--- config.mk ---
export PLATFORM = sky130hd
export DESIGN_NAME = fp_mul_seq
export DESIGN_NICKNAME = d
export VERILOG_FILES = /design/src/rtl/fp32_pkg.sv /design/src/rtl/fp32_round_pack.sv /design/src/rtl/fp_mul_seq.sv
export SDC_FILE = /design/constraint.sdc
export NUM_CORES = 1
export LEC_CHECK = 0
export ABC_AREA = 1
export BUFFER_PORTS_ARGS = -buffer_cell sky130_fd_sc_hd__clkbuf_2
export CAP_MARGIN = 20
export CORE_ASPECT_RATIO = 0.6
export CORE_MARGIN = 3
export CORE_UTILIZATION = 55
export CTS_CLUSTER_DIAMETER = 60
export DETAILED_ROUTE_END_ITERATION = 8
export MAX_ROUTING_LAYER = met4
export PLACE_DENSITY = 0.74
export SYNTH_ARGS = -nofsm -noshare
export SYNTH_HDL_FRONTEND = slang
export SYNTH_SLANG_ARGS = --single-unit
--- constraint.sdc ---
create_clock -name clk -period 10.7 [get_ports clk]
set_input_delay 1.07 -clock clk [delete_from_list [all_inputs] [get_ports clk]]
set_output_delay 1.07 -clock clk [all_outputs]
set_load 0.03 [all_outputs]
--- src/rtl/fp32_pkg.sv ---
// fp32_pkg: shared single-precision constants, FSM states and operand classes
package fp32_pkg;
   localparam int FP_BIAS = 127;
   localparam int FP_EXP_MAX = 255;
   localparam logic [31:0] FP_QNAN = 32'h7FC00000;
   localparam int FP_MANT_W = 23;
   localparam int FP_EXP_W = 8;
   typedef enum logic [2:0] {S_IDLE, S_MUL, S_NORM, S_RND, S_DONE} state_t;
   typedef enum logic [1:0] {CL_ZERO, CL_NORMAL, CL_INF, CL_NAN} cls_t;
endpackage

--- src/rtl/fp32_round_pack.sv ---
// fp32_round_pack: round-to-nearest-even, exponent clamp and IEEE-754 packing
module fp32_round_pack
   import fp32_pkg::*;
(
   input  logic              sign,
   input  logic signed [9:0] exp,
   input  logic [22:0]       man,
   input  logic              guard,
   input  logic              sticky,
   input  logic [1:0]        cls,
   output logic [31:0]       res
);
   logic [23:0] rm;
   logic signed [9:0] er;
   logic ovf, unf;
   // a carry out of the rounded mantissa leaves it all-zero, so only the exponent moves
   assign rm = {1'b0, man} + 24'(guard & (sticky | man[0]));
   assign er = exp + $signed({9'b0, rm[23]});
   assign ovf = er >= $signed(10'(FP_EXP_MAX));
   assign unf = er <= 10'sd0;
   // specials take priority over the range clamp of a normal result
   always_comb
      res = cls == CL_NAN ? FP_QNAN :
            cls == CL_INF || (cls == CL_NORMAL && ovf) ? {sign, {FP_EXP_W{1'b1}}, {FP_MANT_W{1'b0}}} :
            cls == CL_ZERO || unf ? {sign, 31'b0} :
            {sign, er[7:0], rm[22:0]};
endmodule

--- src/rtl/fp_mul_seq.sv ---
// fp_mul_seq: iterative shift-add IEEE-754 single-precision multiplier with valid/ready
module fp_mul_seq
   import fp32_pkg::*;
#(
   parameter int BITS_PER_CYCLE = 1
) (
   input  logic        clk,
   input  logic        rst_n,
   input  logic        in_valid,
   output logic        in_ready,
   input  logic [31:0] a,
   input  logic [31:0] b,
   output logic        out_valid,
   input  logic        out_ready,
   output logic [31:0] res
);
   localparam int B = BITS_PER_CYCLE;
   localparam int MUL_CYCLES = 24 / BITS_PER_CYCLE;
   state_t state;
   cls_t cls, in_cls;
   logic sign, guard, sticky;
   logic [7:0] ea, eb;
   logic [47:0] mcand, acc, pp;
   logic [23:0] mplier;
   logic [4:0] cnt;
   logic signed [9:0] e;
   logic [22:0] man;
   logic [31:0] packed_res;
   logic a_max, b_max, a_nan, b_nan, a_inf, b_inf, a_zero, b_zero;
   assign a_max = &a[30:23];
   assign b_max = &b[30:23];
   assign a_nan = a_max && |a[22:0];
   assign b_nan = b_max && |b[22:0];
   assign a_inf = a_max && !(|a[22:0]);
   assign b_inf = b_max && !(|b[22:0]);
   assign a_zero = a[30:23] == '0;
   assign b_zero = b[30:23] == '0;
   assign in_cls = (a_nan || b_nan || (a_inf && b_zero) || (b_inf && a_zero)) ? CL_NAN :
                   (a_inf || b_inf) ? CL_INF :
                   (a_zero || b_zero) ? CL_ZERO : CL_NORMAL;
   assign pp = mcand * 48'(mplier[B-1:0]);
   fp32_round_pack u_round_pack (
      .sign  (sign),
      .exp   (e),
      .man   (man),
      .guard (guard),
      .sticky(sticky),
      .cls   (cls),
      .res   (packed_res)
   );
   // operation sequencer: accept, shift-add multiply, normalise, round, hold result
   always_ff @(posedge clk or negedge rst_n)
      if (!rst_n) begin
         state <= S_IDLE;
         in_ready <= 1'b0;
         out_valid <= 1'b0;
         res <= '0;
         cls <= CL_ZERO;
         sign <= 1'b0;
         ea <= '0;
         eb <= '0;
         mcand <= '0;
         mplier <= '0;
         acc <= '0;
         cnt <= '0;
         e <= '0;
         man <= '0;
         guard <= 1'b0;
         sticky <= 1'b0;
      end else
         case (state)
            S_IDLE:
               if (in_valid && in_ready) begin
                  sign <= a[31] ^ b[31];
                  ea <= a[30:23];
                  eb <= b[30:23];
                  mcand <= {25'b1, a[22:0]};
                  mplier <= {1'b1, b[22:0]};
                  acc <= '0;
                  cls <= in_cls;
                  cnt <= 5'(MUL_CYCLES - 1);
                  in_ready <= 1'b0;
                  state <= S_MUL;
               end else
                  in_ready <= 1'b1;
            S_MUL: begin
               acc <= acc + pp;
               mcand <= mcand << B;
               mplier <= mplier >> B;
               if (cnt == '0)
                  state <= S_NORM;
               else
                  cnt <= cnt - 1'b1;
            end
            S_NORM: begin
               e <= $signed({2'b0, ea} + {2'b0, eb} - 10'(FP_BIAS) + {9'b0, acc[47]});
               {man, guard} <= acc[47] ? acc[46:23] : acc[45:22];
               sticky <= acc[47] ? |acc[22:0] : |acc[21:0];
               state <= S_RND;
            end
            S_RND: begin
               res <= packed_res;
               out_valid <= 1'b1;
               state <= S_DONE;
            end
            S_DONE:
               if (out_ready) begin
                  out_valid <= 1'b0;
                  in_ready <= 1'b1;
                  state <= S_IDLE;
               end
            default: state <= S_IDLE;
         endcase
endmodule

==> impl_metrics.py, run 1 <==
metrics = {
    "clocking": {
        "clk_latency_ps": 550,
        "cts_root_buf": "clkbuf_16",
        "htreeDepth": 1,
        "clockBufferDepth": 3,
        "cts_resized": 0,
        "hold_buffers": 0,
        "path_clk_slew_ps": 70,
        "cts_sinks": 216,
        "cts_buffers": 23,
        "post_cts_buffers": 0,
        "tritoncts": "yes",
    },
    "logic_synthesis": {
        "syn_nets": 2262,
        "synthCells": 2123,
        "synthDistinctLibCells": 50,
        "ys_seq_area_frac": 0.372,
        "synth_seq_cells": 216,
        "synth_area_um2": 14500,
        "syn_area_per_cell_um2": 6.84,
        "ys_warn_count": 0,
    },
    "grt": {
        "antenna_found_initial": 0,
        "first_global_vias": 13200,
        "grt_max_degree": 100,
        "grt-ovfl-total": 0,
        "track_usage": 0.327,
        "grt_pass1_wl_mm": 72.6,
    },
    "drt": {
        "drcViolationCount": 0,
        "viasPerCell": 5.67,
        "first_pass_iters": 6,
        "wirelength_mm": 45.7,
        "wl_per_cell_um": 17.8,
        "num_vias": 14600,
        "drt_iter0_markers": 1804,
        "ant_nets": 0,
    },
    "layout": {
        "final_cell_mix": "nand2_1, inv_1, dfrtp_1",
        "fillers": 2373,
        "area_delta_synth_final_pct": 10.9,
        "num_antenna_cells": 0,
        "final_common_cell": "nand2_1",
        "layout-drive-gt1-share": 0.0970,
        "final_nets": 2338,
        "finalNonFillerCells": 2568,
    },
    "timing": {
        "rsz0062_at_grt": "false",
        "finalHoldViolCount": 0,
        "fin_crit_ps": 4780,
        "fin_setup_tns_ps": 0,
        "report.final.slew_viol_count": 0,
        "setup_ws_ps": 5920,
        "maxSlewHeadroom": 0.261,
        "holdWs_ps": 471,
        "fin_skew_ps": 17.0,
        "max_slew.worst_pin.slew_ps": 1110,
        "setup_viol_count_final": 0,
        "fmax_ghz": 0.209,
        "period_share": 0.447,
    },
    "placed_design": {
        "dp_cells": 2526,
        "pre_cts_ws_ps": 6090,
        "gp_congestion": 1.05,
        "io_buffers": 101,
        "dp_hpwl_mm": 35.3,
    },
    "floorplanning": {
        "initial_core_util": 0.567,
        "coreArea_um2": 25600,
        "num_io_pins": 102,
        "die_h_um": 132,
        "chipWidth_um": 216,
        "rows": 45,
        "fp.dieArea_um2": 28400,
    },
    "worst_setup_path": {
        "crit_arrival_ps": 5210,
        "critPathMaxFanout": 22,
        "critPathLaunchType": "flip-flop",
        "worst-setup-path-type": "flip-flop to flip-flop",
        "crit_required_ps": 11130,
        "critical_path.endpoint_type": "flip-flop",
    },
    "min_path": {
        "hold_class": "flip-flop to flip-flop",
    },
    "run_status": {
        "outcome": "completed",
    },
    "power_and_ir_drop": {
        "leakagePower_uw": 0.00859,
        "finalPower_uw": 4270,
        "power_density_nw_per_um2": 265,
        "ir_drop_mv": 0.200,
    },
    "run": {
        "cap_violations": 0,
    },
}
## synthesized netlist by cell type (all sizes together)
library cell | number | share of area
o21a | 3 | 0.0016
fa | 2 | 0.0028
a22oi | 21 | 0.011
ha | 69 | 0.059
a21o | 3 | 0.0016
nor3 | 34 | 0.014
and2 | 2 | 0.00086
o21ai | 110 | 0.038
a31oi | 22 | 0.0095
nor2 | 216 | 0.058
xnor2 | 5 | 0.0030
nor4 | 11 | 0.0047
buf | 15 | 0.0061
inv | 327 | 0.085
nand4 | 34 | 0.016
nand3b | 6 | 0.0031
o21bai | 3 | 0.0016
dfrtp | 216 | 0.37
o22ai | 51 | 0.022
a21oi | 91 | 0.031
o221ai | 1 | 0.00060
clkbuf | 43 | 0.011
a22o | 2 | 0.0012
xor2 | 9 | 0.0054
a2111oi | 1 | 0.00060
or2 | 16 | 0.0069
o211ai | 7 | 0.0036
a211oi | 1 | 0.00052
a21boi | 2 | 0.0010
nand2 | 662 | 0.17
nor3b | 4 | 0.0021
o32ai | 2 | 0.0012
nand3 | 126 | 0.048
a41oi | 1 | 0.00060
clkinv | 3 | 0.00086
o31ai | 1 | 0.00052
a221oi | 1 | 0.00060
## routing by layer
| metal | vias up | part of all wire | track usage |
|---|---|---|---|
| li1 | 6977 | - | - |
| met1 | 6853 | 0.50 | 0.529 |
| met2 | 686 | 0.36 | 0.390 |
| met3 | 49 | 0.13 | 0.102 |
| met4 | 0 | 0.013 | 0.0480 |
| met5 | - | 0 | - |
## worst paths after layout
| path | start | end | slack (ps) | cells after the start |
|---|---|---|---|---|
| setup / recovery | man[0]$_DFFE_PN0N_ | res[0]$_DFFE_PN0P_ | 5920 | 22 |
| hold / removal | out_valid$_DFFE_PN0P_ | out_valid$_DFFE_PN0P_ | 470 | 2 |
| setup reg to reg | man[0]$_DFFE_PN0N_ | res[0]$_DFFE_PN0P_ | 5920 | 22 |
| hold reg to reg | out_valid$_DFFE_PN0P_ | out_valid$_DFFE_PN0P_ | 470 | 2 |
| max in group asynchronous | rst_n | mcand[43]$_DFFE_PN0P_ | 8070 | 3 |
| min in group asynchronous | rst_n | mplier[8]$_DFFE_PN0P_ | 550 | 1 |
## cell type report
class / count / area, um^2 / share of cell area
Multi-Input combinational cell: 1519 / 7630 / 0.474
Sequential cell: 216 / 5410 / 0.336
Inverter: 330 / 1240 / 0.0772
Clock buffer: 32 / 669 / 0.0416
Timing Repair Buffer: 109 / 576 / 0.0358
Tap cell: 352 / 440 / 0.0274
Clock inverter: 10 / 128 / 0.00793
## kinds of logic after synthesis
group,count (synthesis),synth area share
flops,216,0.372
compound gates,323,0.127
fa+ha+maj,71,0.0622
xor+xnor,14,0.00845
buf+inv,388,0.103
simple gates,1111,0.327
## sequential cells by signal, indices dropped and copies added (netlist names), 2 cells and up
register and cells:
man 23, eb 8, mcand 48, acc 48
e 10, mplier 24, ea 8, state 3
cls 2, cnt 5, res 32
## critical path, cell delays in order (launching register included)
cell,delay [ps]
dfrtp_1,380
nor2_1,50
nor2_1,100
ha_1,230
nand3_1,190
nor3_2,310
nand2_1,160
nor3_2,220
nand2_1,110
nor4_1,620
ha_1,400
ha_1,300
nand3_1,140
nor2_2,160
nand3_1,90
nand2_1,60
nand2_1,80
nor2_1,90
nand3_1,90
nand2_2,100
nand3_2,470
nand3_1,230
nand2_1,80
## metrics by stage
stage,instance area (um^2),utilization
after floorplan,14500,-
after global placement,15300,0.597
after detailed placement,15300,0.597
after CTS,16100,0.628
after global routing,16100,0.628
final,16100,0.628
## report_power, final
| group | total, uW | switching [uW] | leakage [uW] | internal [uW] |
|---|---|---|---|---|
| clock | 848 | 356 | 0.000394 | 491 |
| combinational | 2080 | 1440 | 0.00540 | 647 |
| sequential | 1340 | 239 | 0.00280 | 1100 |
| total | 4270 | 2030 | 0.00859 | 2230 |
Note: power is estimated with default switching activity, not from simulation.
==> run 2, diff against run 1 <==
--- a/config.mk
+++ b/config.mk
@@ -5,7 +5,7 @@
 export SDC_FILE = /design/constraint.sdc
 export NUM_CORES = 1
 export LEC_CHECK = 0
-export ABC_AREA = 1
+export ABC_AREA = 0
 export BUFFER_PORTS_ARGS = -buffer_cell sky130_fd_sc_hd__clkbuf_2
 export CAP_MARGIN = 20
 export CORE_ASPECT_RATIO = 0.6
@@ -14,7 +14,7 @@
 export CTS_CLUSTER_DIAMETER = 60
 export DETAILED_ROUTE_END_ITERATION = 8
 export MAX_ROUTING_LAYER = met4
-export PLACE_DENSITY = 0.74
+export PLACE_DENSITY = 0.77
 export SYNTH_ARGS = -nofsm -noshare
 export SYNTH_HDL_FRONTEND = slang
 export SYNTH_SLANG_ARGS = --single-unit
==> constraint.sdc (replaced) <==
create_clock -name clk -period 4 [get_ports clk]
set_input_delay 0.4 -clock clk [delete_from_list [all_inputs] [get_ports clk]]
set_output_delay 0.4 -clock clk [all_outputs]
set_load 0.03 [all_outputs]
==> impl_metrics.py, run 2 <==
metrics = {
    "worst_setup_path": {
        "critPathMaxFanout": 16,
        "critPathLaunchType": "flip-flop",
        "critical_path_buf_inv_count": 1,
        "worst-setup-path-type": "flip-flop to flip-flop",
        "critical_path.endpoint_type": "flip-flop",
        "timing.critical_path.slowest_cell_delay_ps": 520,
        "crit_arrival_ps": 4140,
        "crit_required_ps": 4380,
        "critical-path-slowest-cell": "or4_1",
        "crit_chain": "and3_1 -> and3_1 -> nand3_1 -> nor3_2 -> nand3_1 -> nor3_2 -> ha_1 -> ha_2 -> xor2_2 -> nand4_1 -> or4_1 -> o21ai_1 -> a311o_2 -> nand2b_4 -> buf_12 -> o21ai_0",
        "critPathTopFamily": "simple AND/OR/NAND/NOR gates",
    },
    "clocking": {
        "hold_buffers": 0,
        "clk_latency_ps": 510,
        "cts_root_buf": "clkbuf_16",
        "clockBufferDepth": 3,
        "path_clk_slew_ps": 60,
        "cts_buffers": 22,
        "htreeDepth": 1,
        "cts_sinks": 216,
        "tritoncts": "yes",
    },
    "logic_synthesis": {
        "yosys.area.top_type": "dfrtp_1",
        "syn_nets": 1626,
        "synth_seq_cells": 216,
        "synthCells": 1487,
        "synth_area_um2": 12900,
        "yosys_most_used_dff": "dfrtp_1",
        "async_reset_ff_frac": 1.00,
        "synth_top_area_frac": 0.418,
        "synth_common_cells": "nand2_1, dfrtp_1, nor2_1",
        "ys_seq_area_frac": 0.418,
        "syn_area_per_cell_um2": 8.70,
        "ys_warn_count": 0,
        "synth.most_common_cell": "nand2_1",
        "synth_edf_count": 0,
        "ys_top_cells_by_area": "dfrtp_1, nand2_1, ha_1, o21ai_0, nor2_1",
        "synthDistinctLibCells": 74,
    },
    "timing": {
        "setup_viol_count_final": 0,
        "setup_ws_ps": 240,
        "report.final.slew_viol_count": 0,
        "maxSlewHeadroom": 0.425,
        "holdWs_ps": -9.93,
        "period_share": 0.940,
        "fmax_ghz": 0.266,
        "max_slew.worst_pin.slew_ps": 861,
        "fin_skew_ps": 9.62,
        "finalHoldViolCount": 12,
        "fin_setup_tns_ps": 0,
        "fin_crit_ps": 3760,
    },
    "layout": {
        "final_common_cell": "nand2_1",
        "num_antenna_cells": 0,
        "layout-drive-gt1-share": 0.137,
        "multi_input_area_um2": 7110,
        "top_regs": "acc x48, mcand x48, res x32",
        "design_area_um2": 14400,
        "fillers": 1942,
        "area_delta_synth_final_pct": 11.5,
        "final_nets": 1691,
        "final_core_util": 0.638,
        "final_cell_mix": "nand2_1, dfrtp_1, nor2_1",
        "regArea_um2": 5410,
    },
    "drt": {
        "first_pass_iters": 5,
        "wirelength_mm": 30.9,
        "ant_nets": 0,
        "num_vias": 10900,
        "drt_iter0_markers": 943,
        "wl_per_cell_um": 16.5,
        "drcViolationCount": 0,
        "viasPerCell": 5.83,
    },
    "power_and_ir_drop": {
        "leakagePower_uw": 0.00685,
        "finalPower_uw": 12700,
        "power_density_nw_per_um2": 882,
        "ir_drop_mv": 0.460,
    },
    "floorplanning": {
        "num_io_pins": 102,
        "rows": 42,
        "chipWidth_um": 204,
        "coreArea_um2": 22600,
        "fp.dieArea_um2": 25500,
        "die_h_um": 125,
        "initial_core_util": 0.573,
    },
    "grt": {
        "grt_max_degree": 107,
        "antenna_found_initial": 0,
        "track_usage": 0.247,
        "first_global_vias": 10000,
        "grt_pass1_wl_mm": 51.3,
        "grt-ovfl-total": 0,
    },
    "run": {
        "cap_violations": 0,
    },
    "placed_design": {
        "gp_congestion": 0.967,
        "dp_hpwl_mm": 22.3,
        "pre_cts_ws_ps": 75.5,
        "placedInstanceArea_um2": 13600,
        "io_buffers": 101,
    },
    "run_status": {
        "outcome": "complete, but fails checks",
        "violations": "negative hold slack",
    },
    "min_path": {
        "hold_class": "input pin to async pin",
    },
}
run 2: cell count changes after synthesis, sizes merged, moves of 17 or more:
cell	change
and2	+48
mux2i	+27
a21o	+29
a21oi	-27
nand4	-17
nand3	-52
o22ai	-27
xnor2	+33
nand2	-368
inv	-292
xor2	+34
o21ai	+22
nor2	-105
run 2: power breakdown:
part	internal [uW]	total (uW)	switching, uW
Clock	1180	2050	861
Sequential	3140	3940	802
Combinational	2620	6730	4110
Total	6940	12700	5780
run 2: cells by family after synthesis:
family	after synthesis	share of synthesized area
buf+inv	112	0.0371
mux	27	0.0209
fa+ha+maj	71	0.0698
compound gates	351	0.180
xor+xnor	81	0.0548
flops	216	0.418
simple gates	629	0.220
run 2: path summary, 6_finish.rpt:
path | start | to | slack (ps) | depth (start not counted)
setup / recovery | man[6]$_DFFE_PN0N_ | res[2]$_DFFE_PN0P_ | 240 | 16
hold / removal | rst_n | res[24]$_DFFE_PN0P_ | -10 | 1
setup reg to reg | man[6]$_DFFE_PN0N_ | res[2]$_DFFE_PN0P_ | 240 | 16
hold reg to reg | res[31]$_DFFE_PN0P_ | res[31]$_DFFE_PN0P_ | 470 | 2
max in group asynchronous | rst_n | mcand[25]$_DFFE_PN0P_ | 3000 | 2
min in group clk | b[27] | eb[4]$_DFFE_PN0P_ | 120 | 3
run 2: routing by layer:
layer	routed length, um	global-route usage	vias to the layer above
li1	-	-	5354
met1	15400	0.383	5170
met2	12500	0.340	375
met3	2560	0.0486	33
met4	399	0.0384	0
met5	0	-	-
run 2: layout make-up:
class	instances	share of cell area
clock buffer	35	0.0479
clock inverter	4	0.00217
inverter	35	0.00911
multi-input combinational	1159	0.493
sequential	216	0.375
tap	308	0.0267
timing repair buffer	118	0.0468
run 2: what timing repair did:
item	CTS	global route
resized for setup	0	5
endpoints found under the setup margin	0	22
buffers inserted	0	1
run 2: stage by stage:
stage | hold WS (ps) | instances
after floorplan | 104 | 1487
after global placement | 450 | 1832
after detailed placement | 463 | 1832
after CTS | 33.1 | 1871
after global routing | 64.0 | 1875
final | -9.93 | 1875
==> run 3, diff against run 2 <==
--- a/config.mk
+++ b/config.mk
@@ -5,7 +5,7 @@
 export SDC_FILE = /design/constraint.sdc
 export NUM_CORES = 1
 export LEC_CHECK = 0
-export ABC_AREA = 0
+export ABC_AREA = 1
 export BUFFER_PORTS_ARGS = -buffer_cell sky130_fd_sc_hd__clkbuf_2
 export CAP_MARGIN = 20
 export CORE_ASPECT_RATIO = 0.6
==> impl_metrics.py, run 3 (synthesis results as in run 1) <==
metrics = {
    "timing": {
        "fmax_ghz": 0.272,
        "period_share": 0.919,
        "setup_ws_ps": 323,
        "fin_skew_ps": 12.2,
        "report.final.slew_viol_count": 0,
        "maxSlewHeadroom": 0.398,
        "fin_setup_tns_ps": 0,
        "rsz0062_at_grt": "false",
        "fin_crit_ps": 3680,
        "finalHoldViolCount": 0,
        "setup_viol_count_final": 0,
        "max_slew.worst_pin.slew_ps": 880,
    },
    "worst_setup_path": {
        "crit_arrival_ps": 4110,
        "critical-path-slowest-cell": "dfrtp_1",
        "critPathLaunchType": "flip-flop",
        "crit_chain": "nor2_1 -> nor2_1 -> ha_2 -> nand3_2 -> nor3_2 -> nand2_1 -> nor3_2 -> nand2_1 -> nor4_1 -> buf_4 -> ha_1 -> ha_2 -> or2_2 -> nor2_1 -> nand3_2 -> nor2_4 -> nand4_4 -> nand2_8 -> inv_4 -> nand3_2 -> nand2_2",
        "critical_path_buf_inv_count": 2,
        "worst-setup-path-type": "flip-flop to flip-flop",
        "critPathTopFamily": "simple AND/OR/NAND/NOR gates",
        "critPathMaxFanout": 13,
        "crit_required_ps": 4430,
        "critical_path.endpoint_type": "flip-flop",
        "timing.critical_path.slowest_cell_delay_ps": 390,
    },
    "layout": {
        "top_regs": "acc x48, mcand x48, res x32",
        "final_common_cell": "nand2_1",
        "final_nets": 2354,
        "finalNonFillerCells": 2584,
        "area_delta_synth_final_pct": 12.5,
        "final_cell_mix": "nand2_1, inv_1, dfrtp_1",
        "num_antenna_cells": 0,
        "layout-drive-gt1-share": 0.104,
        "design_area_um2": 16300,
    },
    "placed_design": {
        "dp_hpwl_mm": 35.8,
        "placedInstanceArea_um2": 15400,
        "io_buffers": 101,
        "pre_cts_ws_ps": 332,
        "dp_cells": 2538,
        "gp_congestion": 1.04,
    },
    "floorplanning": {
        "fp.dieArea_um2": 28400,
        "num_io_pins": 102,
        "die_h_um": 132,
        "initial_core_util": 0.567,
        "coreArea_um2": 25600,
        "chipWidth_um": 216,
        "rows": 45,
    },
    "grt": {
        "first_global_vias": 13400,
        "antenna_found_initial": 0,
        "grt.busiest_layer": "met1",
        "grt_use_met3": 0.108,
        "grt_max_degree": 101,
        "track_usage": 0.337,
        "grt_pass1_wl_mm": 74.5,
        "use_met2": 0.417,
        "met1_usage": 0.534,
        "grt-ovfl-total": 0,
    },
    "clocking": {
        "clockBufferDepth": 3,
        "clk_latency_ps": 540,
        "cts_root_buf": "clkbuf_16",
        "cts_buffers": 23,
        "path_clk_slew_ps": 70,
        "tritoncts": "yes",
        "cts_sinks": 216,
        "htreeDepth": 1,
    },
    "power_and_ir_drop": {
        "finalPower_uw": 11800,
        "power_density_nw_per_um2": 721,
        "ir_drop_mv": 0.527,
        "leakagePower_uw": 0.00871,
    },
    "drt": {
        "first_pass_iters": 5,
        "drcViolationCount": 0,
        "wl_per_cell_um": 18.2,
        "ant_nets": 0,
        "num_vias": 14700,
        "drt_iter0_markers": 1634,
        "wirelength_mm": 47.1,
        "viasPerCell": 5.68,
    },
    "min_path": {
        "hold_class": "input pin to flip-flop",
    },
    "run_status": {
        "outcome": "completed",
    },
    "run": {
        "cap_violations": 0,
    },
}
[run 3: tightest hold or removal path: stages]
cell	delay, ps
clkbuf_2	90
a22oi_1	60
nand2_1	60
[run 3: area by class of cell]
type                    count  area (um^2)
well taps                 352          440
multi-input cells        1520         7670
clock buffers              30          632
flip-flops and latches    216         5410
inverters                 330         1240
clock inverters            12          219
fillers                  2369         9280
repair buffers            124          728
[run 3: through the flow]
step                       util  hold slack, ps
after detailed placement  0.602             468
after global routing      0.638             111
final                     0.638             105
after floorplan               -             104
after global placement    0.602             464
after CTS                 0.635            87.7
[run 3: what timing repair did]
action	4_1_cts	5_1_grt
endpoints found under the hold margin	97	0
setup endpoints to repair	0	30
resized for setup	0	5
hold buffers	1	0
buffers inserted	0	1
[run 3: final timing paths]
kind / start / slack, ps / endpoint / cells after the start
worst max-delay path: man[0]$_DFFE_PN0N_ / 320 / res[8]$_DFFE_PN0P_ / 21
worst min-delay path: a[16] / 100 / mcand[16]$_DFFE_PN0P_ / 3
worst max register to register: man[0]$_DFFE_PN0N_ / 320 / res[8]$_DFFE_PN0P_ / 21
worst min register to register: eb[5]$_DFFE_PN0P_ / 480 / eb[5]$_DFFE_PN0P_ / 2
max in group asynchronous: rst_n / 2560 / res[24]$_DFFE_PN0P_ / 3
min in group asynchronous: rst_n / 490 / mplier[8]$_DFFE_PN0P_ / 2
[run 3: power by group]
part / total (uW) / switching (uW) / leakage (uW) / internal, uW
logic: 5780 / 3950 / 0.00549 / 1830
registers: 3560 / 630 / 0.00280 / 2930
clock network: 2440 / 977 / 0.000417 / 1460
total: 11800 / 5560 / 0.00871 / 6220
[run 3: routing by layer]
metal	part of all wire	up-vias	routed length [um]
li1	-	7023	-
met1	0.49	6962	23300
met2	0.37	651	17400
met3	0.12	43	5760
met4	0.013	0	617
met5	0	-	0
